<file path="config.mk">
export PLATFORM = sky130hd
export DESIGN_NAME = piso_serializer
export DESIGN_NICKNAME = d
export VERILOG_FILES = /design/src/rtl/piso_serializer.sv
export SDC_FILE = /design/constraint.sdc
export NUM_CORES = 1
export LEC_CHECK = 0
export ABC_AREA = 1
export BUFFER_PORTS_ARGS = -buffer_cell sky130_fd_sc_hd__buf_2
export CAP_MARGIN = 25
export CORE_MARGIN = 8
export CORE_UTILIZATION = 36
export CTS_CLUSTER_DIAMETER = 80
export DETAILED_ROUTE_END_ITERATION = 10
export GPL_ROUTABILITY_DRIVEN = 1
export GPL_TIMING_DRIVEN = 0
export PLACE_DENSITY = 0.59
export SLEW_MARGIN = 40
export SYNTH_ARGS = -nofsm -noshare
export SYNTH_HDL_FRONTEND = slang
export SYNTH_SLANG_ARGS = --single-unit
</file>
<file path="constraint.sdc">
create_clock -name clock -period 1.4 [get_ports clock]
set_input_delay 0.14 -clock clock [delete_from_list [all_inputs] [get_ports clock]]
set_output_delay 0.14 -clock clock [all_outputs]
set_load 0.005 [all_outputs]
</file>
<file path="src/rtl/piso_serializer.sv">
// Parallel-in, serial-out shifter with valid/ready on both sides.
// A word is accepted on load_valid & load_ready; its first bit is presented
// on serial_out the following cycle and each serial handshake advances one
// bit. A new word may be accepted on the same edge that the last bit of the
// current word is consumed, giving gap-free back-to-back frames.
//
// state | meaning
// ------+---------------------------------------------------------------
// IDLE  | no word held; serial_valid=0, serial_out=0, load_ready=1
// SHIFT | a bit is on serial_out; load_ready only on last bit + serial_ready
module piso_serializer #(
    parameter int WIDTH     = 8,
    parameter bit MSB_FIRST = 1'b0
) (
    input  logic             clock,
    input  logic             reset_n,
    input  logic             load_valid,
    output logic             load_ready,
    input  logic [WIDTH-1:0] message,
    output logic             serial_out,
    output logic             serial_valid,
    input  logic             serial_ready,
    output logic             frame_done
);

    localparam int CW = $clog2(WIDTH);

    typedef enum logic {
        IDLE  = 1'b0,
        SHIFT = 1'b1
    } state_t;

    state_t           state_q, state_d;
    logic [WIDTH-1:0] shreg_q, shreg_d;
    logic             bit_q, bit_d;
    logic [CW-1:0]    cnt_q, cnt_d;
    logic             done_q, done_d;

    logic accept;
    logic xfer;

    assign serial_valid = (state_q == SHIFT);
    assign serial_out   = bit_q;
    assign frame_done   = done_q;
    // Ready in IDLE, or when the final bit is leaving this very cycle.
    assign load_ready   = (state_q == IDLE) || (done_q && serial_ready);
    assign accept       = load_valid && load_ready;
    assign xfer         = serial_valid && serial_ready;

    // Next-state: a load takes priority, since it can only coincide with the
    // final-bit transfer and then simply replaces the drained word.
    always_comb begin
        state_d = state_q;
        shreg_d = shreg_q;
        bit_d   = bit_q;
        cnt_d   = cnt_q;
        done_d  = done_q;
        if (accept) begin
            state_d = SHIFT;
            cnt_d   = '0;
            done_d  = 1'b0;
            if (MSB_FIRST) begin
                bit_d   = message[WIDTH-1];
                shreg_d = {message[WIDTH-2:0], 1'b0};
            end else begin
                bit_d   = message[0];
                shreg_d = {1'b0, message[WIDTH-1:1]};
            end
        end else if (xfer) begin
            if (done_q) begin
                state_d = IDLE;
                shreg_d = '0;
                bit_d   = 1'b0;
                cnt_d   = '0;
                done_d  = 1'b0;
            end else begin
                cnt_d  = cnt_q + CW'(1);
                done_d = (cnt_q == CW'(WIDTH - 2));
                if (MSB_FIRST) begin
                    bit_d   = shreg_q[WIDTH-1];
                    shreg_d = {shreg_q[WIDTH-2:0], 1'b0};
                end else begin
                    bit_d   = shreg_q[0];
                    shreg_d = {1'b0, shreg_q[WIDTH-1:1]};
                end
            end
        end
    end

    // State register with synchronous active-low clear of everything.
    always_ff @(posedge clock) begin
        if (!reset_n) begin
            state_q <= IDLE;
            shreg_q <= '0;
            bit_q   <= 1'b0;
            cnt_q   <= '0;
            done_q  <= 1'b0;
        end else begin
            state_q <= state_d;
            shreg_q <= shreg_d;
            bit_q   <= bit_d;
            cnt_q   <= cnt_d;
            done_q  <= done_d;
        end
    end

endmodule

</file>
==> results of run 1 <==
## layer usage
| layer | wire length (um) | track usage | share of wire | vias to the layer above |
|---|---|---|---|---|
| met5 | 0 | 0 | 0 | - |
| met4 | 27 | 0.04983 | 0.017 | 0 |
| met3 | 88 | 0.03602 | 0.056 | 4 |
| met2 | 693 | 0.1523 | 0.44 | 16 |
| met1 | 753 | 0.1145 | 0.48 | 298 |
| li1 | - | - | - | 342 |
## stage by stage
step	cell area, um2	hold WS [ps]
after floorplan	724.4	276.1
after global placement	823.3	417.4
after detailed placement	823.3	427.5
after CTS	849.6	116.7
after global routing	849.6	128.5
final	849.6	126.4
## power by group
| group | total [mW] | leakage (nW) | internal [mW] | switching [mW] |
|---|---|---|---|---|
| registers | 0.406 | 0.107 | 0.394 | 0.0124 |
| clock network | 0.237 | 0.0150 | 0.111 | 0.127 |
| logic | 0.162 | 0.249 | 0.0730 | 0.0885 |
| total | 0.805 | 0.371 | 0.578 | 0.227 |
## kinds of logic (layout without fill, tap and decap cells)
family | after synthesis | in the layout | synth area share
AO/OA/AOI/OAI | 13 | 13 | 0.08981
flip-flops | 13 | 13 | 0.3592
AND/OR/NAND/NOR | 51 | 51 | 0.3972
buffers and inverters | 10 | 27 | 0.1071
adder cells (fa/ha/maj) | 2 | 2 | 0.03454
XOR/XNOR | 1 | 1 | 0.01209
## synth_stat cells, drive strengths merged
cell type and number:
buf 5, xor2 1, nand2 22, clkinv 1, dfxtp 13, nand3b 7
o21ai 2, nand3 13, nor2 3, ha 2, inv 4, nand4 6
a21oi 11
## layout make-up
type	count	area [um2]
fill	223	1072
multi-input combinational	67	386.6
sequential	13	260.3
timing repair buffer	13	65.06
buffer	5	58.81
tap	27	33.78
clock buffer	4	26.28
inverter	5	18.77
## tightest hold or removal path, stage by stage
cell and delay [ps]:
buf_2 100, nand3_1 70, a21oi_1 60
## registers in the layout, summed over array words and instances, names as in the netlist
name          count
cnt_q             3
frame_done        1
serial_out        1
serial_valid      1
shreg_q           7
## worst paths after layout
path / start / slack (ps) / end
worst max-delay path: frame_done$_SDFFE_PP0P_ / 100 / load_ready
worst min-delay path: message[7] / 130 / shreg_q[6]$_SDFFE_PN0P_
worst max register to register: serial_valid$_SDFFE_PN0P_ / 270 / cnt_q[2]$_SDFFE_PP0P_
worst min register to register: shreg_q[2]$_SDFFE_PN0P_ / 480 / shreg_q[2]$_SDFFE_PN0P_
==> impl_metrics.yaml, run 1 <==
outcome:
  status: "completed"
sta:
  fin_ws_ps: 96.64
  slew_viol_final: 0
  fmax_mhz: 767.2
  relSlewSlack: 0.8287
  hold_viol: 0
  finalSetupViolCount: 0
  rsz0062_at_grt: "no"
  tns_ps: 0
  post-route-period-util: 0.9310
  tightest_slew_ps: 255.4
  fin_skew_ps: 6.429
  period_minus_slack_ps: 1303
job:
  drv_cap: 0
worst_setup_path:
  slowest_delay_ps: 460
  critPathKind: "reg -> out"
  cpMostUsedCell: "nand2_4"
  critPathSlowestCell: "dfxtp_1"
  cp_num_cells: 4
  cp_max_fo: 10
  r2r_cells: 6
  critPathArrivalTime_ps: 1160
  start_kind: "flip-flop"
  critical-path-top-delay-family: "flip-flops"
  crit_required_ps: 1260
  crit_chain: "nand2_4, nand2_4, buf_6, buf_2"
  critPathBufInv: 2
  cp-end-kind: "output port"
place:
  numPortBuffers: 13
  pre_cts_ws_ps: 291.6
  dp_cells: 130
  dp.final_hpwl_mm: 1.154
  gp_congestion: 0.7377
grt:
  grt_pass1_vias: 610
  overflow: 0
  grt_pass1_wl_mm: 2.718
  antenna_found_initial: 0
  grt_start_max_net_pins: 11
  grt_util_all_layers: 0.09785
layout:
  nNetsFinal: 122
  antenna_cells: 0
  fin_util: 0.4421
  mostFrequentLayoutCell: "nand2_1"
  drive_gt1_frac: 0.2523
  fin_cells: 134
  layout_common_cells: "nand2_1 (18), buf_2 (14), dfxtp_1 (13)"
  area_growth_pct: 17.27
logic_synthesis:
  yosysWarningCount: 0
  synth-seq-cells: 13
  synthCells: 90
  ys_seq_area_frac: 0.3592
  avgSynthCellArea_um2: 8.049
  ys_top_cells_by_area: "dfxtp_1 (36%), nand2_1 (9.3%), nand3_1 (8.3%), a21oi_1 (7.6%), nand3b_1 (7.3%)"
  synth_nets: 104
  yosys.area.top_type: "dfxtp_1"
  yosysUniqueCellTypes: 20
  synth_top_area_share: 0.3592
  netlist_area_um2: 724.4
power_and_ir_drop:
  p_per_area_nw_per_um2: 947.8
  p_total_uw: 805.2
  ir_drop_v: 0.0005942
  leakagePower_nw: 0.3705
floorplanning:
  start_util: 0.3770
  die_area_um2: 3704
  die_w_um: 60.86
  num_rows: 16
  core-area_um2: 1922
  die_height_um: 60.86
  io_pins: 16
min_path:
  whs_path_depth: 3
  hold_class: "in -> reg"
cts:
  cts_sinks: 13
  cts_resized: 0
  postCtsHoldBufs: 0
  cts.clk_slew.worst_paths_ps: 80
  insertion_delay_ps: 280
  cts_tree: "built"
  root_buffer: "clkbuf_4"
  cts_setup_buffers: 0
  cts_made_buffers: 3
  cts_buffer_depth: 2
  htree_num_levels: 1
drt:
  drc: 0
  drtPass1Iterations: 4
  drt_iter0_markers: 12
  routed_via_density: 4.925
  postRouteAntennaNets: 0
  drt_wl_total_mm: 1.563
  wl_per_cell_um: 11.66
  vias: 660
No activity file was read; power rests on OpenSTA's default activity.
==> inputs of run 2 (changes only) <==
Settings changed: CAP_MARGIN 25 to not set.
Clock period 1.4 ns to 1.2 ns, I/O delays scaled along.
==> impl_metrics.yaml, run 2 (synthesis gave the netlist of run 1 again) <==
worst_setup_path:
  cp_max_fo: 10
  critPathSlowestCell: "dfxtp_2"
  critPathArrivalTime_ps: 1290
  cp-end-kind: "flip-flop"
  start_kind: "flip-flop"
  critPathKind: "reg -> reg"
  crit_required_ps: 1380
  crit_chain: "buf_6, nand2_2, inv_4, nand2_1, xor2_1, nor2_1"
  slowest_delay_ps: 330
  r2r_cells: 6
layout:
  area_growth_pct: 20.03
  layout_common_cells: "nand2_1 (18), buf_2 (14), nand3_1 (12)"
  fin_cells: 135
  drive_gt1_frac: 0.2778
  reg.largest.list: "shreg_q x7, cnt_q x3"
  nNetsFinal: 123
  mostFrequentLayoutCell: "nand2_1"
  fillers: 222
  antenna_cells: 0
  regMostFlops: "shreg_q"
  largest_reg_flops: 7
drt:
  drt_iter0_markers: 13
  postRouteAntennaNets: 0
  wl_met1_um: 771
  drt_wl_total_mm: 1.650
  vias: 670
  wl_met2_um: 759
  wl_met3_um: 92
  drtPass1Iterations: 4
  drc: 0
  top_layer: "met4"
  wl_per_cell_um: 12.22
  routed_via_density: 4.963
floorplanning:
  die_area_um2: 3704
  die_w_um: 60.86
  num_rows: 16
  core-area_um2: 1922
  die_height_um: 60.86
  start_util: 0.3770
  io_pins: 16
cts:
  cts_sinks: 13
  cts_buffer_depth: 2
  insertion_delay_ps: 280
  root_buffer: "clkbuf_4"
  postCtsHoldBufs: 0
  cts_tree: "built"
  cts_made_buffers: 3
  cts.clk_slew.worst_paths_ps: 80
  htree_num_levels: 1
sta:
  post-route-period-util: 0.9269
  fin_ws_ps: 87.67
  hold_viol: 0
  whs_ps: 98.97
  fin_skew_ps: 3.979
  tns_ps: 0
  period_minus_slack_ps: 1112
  slew_viol_final: 0
  tightest_slew_ps: 255.4
  finalSetupViolCount: 0
  relSlewSlack: 0.8287
  fmax_mhz: 899.0
power_and_ir_drop:
  ir_drop_v: 0.0007109
  leakagePower_nw: 0.3773
  p_total_uw: 952.1
  p_per_area_nw_per_um2: 1095
outcome:
  status: "completed"
place:
  gp_congestion: 0.7377
  numPortBuffers: 13
  dp_cells: 130
  pre_cts_ws_ps: 91.56
  dp.final_hpwl_mm: 1.154
grt:
  grt_util_all_layers: 0.1000
  grt_pass1_vias: 614
  overflow: 0
  grt_start_max_net_pins: 12
  grt_pass1_wl_mm: 2.787
  antenna_found_initial: 0
job:
  drv_cap: 0
min_path:
  hold_class: "in -> reg"
  whs_path_depth: 3
-- run 2: through the flow --
step	util	area (um2)
after floorplan	-	724.4
after global placement	0.4284	823.3
after detailed placement	0.4284	823.3
after CTS	0.4466	858.3
after global routing	0.4525	869.6
final	0.4525	869.6
-- run 2: layer usage --
layer  global-route usage  vias up
li1                     -      345
met1               0.1205      306
met2               0.1523       15
met3              0.03602        4
met4              0.04983        0
met5                    0        -
-- run 2: worst paths after layout --
| kind | from | end | slack [ps] |
|---|---|---|---|
| setup / recovery | serial_valid$_SDFFE_PN0P_ | cnt_q[2]$_SDFFE_PP0P_ | 90 |
| setup reg to reg | serial_valid$_SDFFE_PN0P_ | cnt_q[2]$_SDFFE_PP0P_ | 90 |
| hold / removal | reset_n | frame_done$_SDFFE_PP0P_ | 100 |
| hold reg to reg | cnt_q[2]$_SDFFE_PP0P_ | frame_done$_SDFFE_PP0P_ | 480 |
-- run 2: cell type report --
cell class | instances | area (um2) | area share
flip-flops and latches | 13 | 265.3 | 0.3050
inverters | 5 | 21.27 | 0.02446
clock buffers | 4 | 26.28 | 0.03022
repair buffers | 15 | 80.08 | 0.09209
plain buffers | 4 | 47.55 | 0.05468
multi-input cells | 67 | 395.4 | 0.4547
well taps | 27 | 33.78 | 0.03885
-- run 2: worst max-delay path, delay by kind of cell, from the launching register on --
family | cells | cell delay [ps]
xor gates and xnor gates | 1 | 150
buffers and inverters | 2 | 210
DFF | 1 | 330
and+or+nand+nor | 3 | 320
-- run 2: what timing repair did --
item / in CTS / in global routing
cloned: 0 / 0
setup buffers: 2 / 0
pin swaps: 0 / 0
resized for setup: 3 / 2
setup endpoints to repair: 1 / 2
-- run 2: where the power goes --
group          internal (mW)  switching (mW)
Sequential             0.458          0.0149
Clock                  0.129           0.152
Combinational         0.0895           0.108
Total                  0.677           0.275
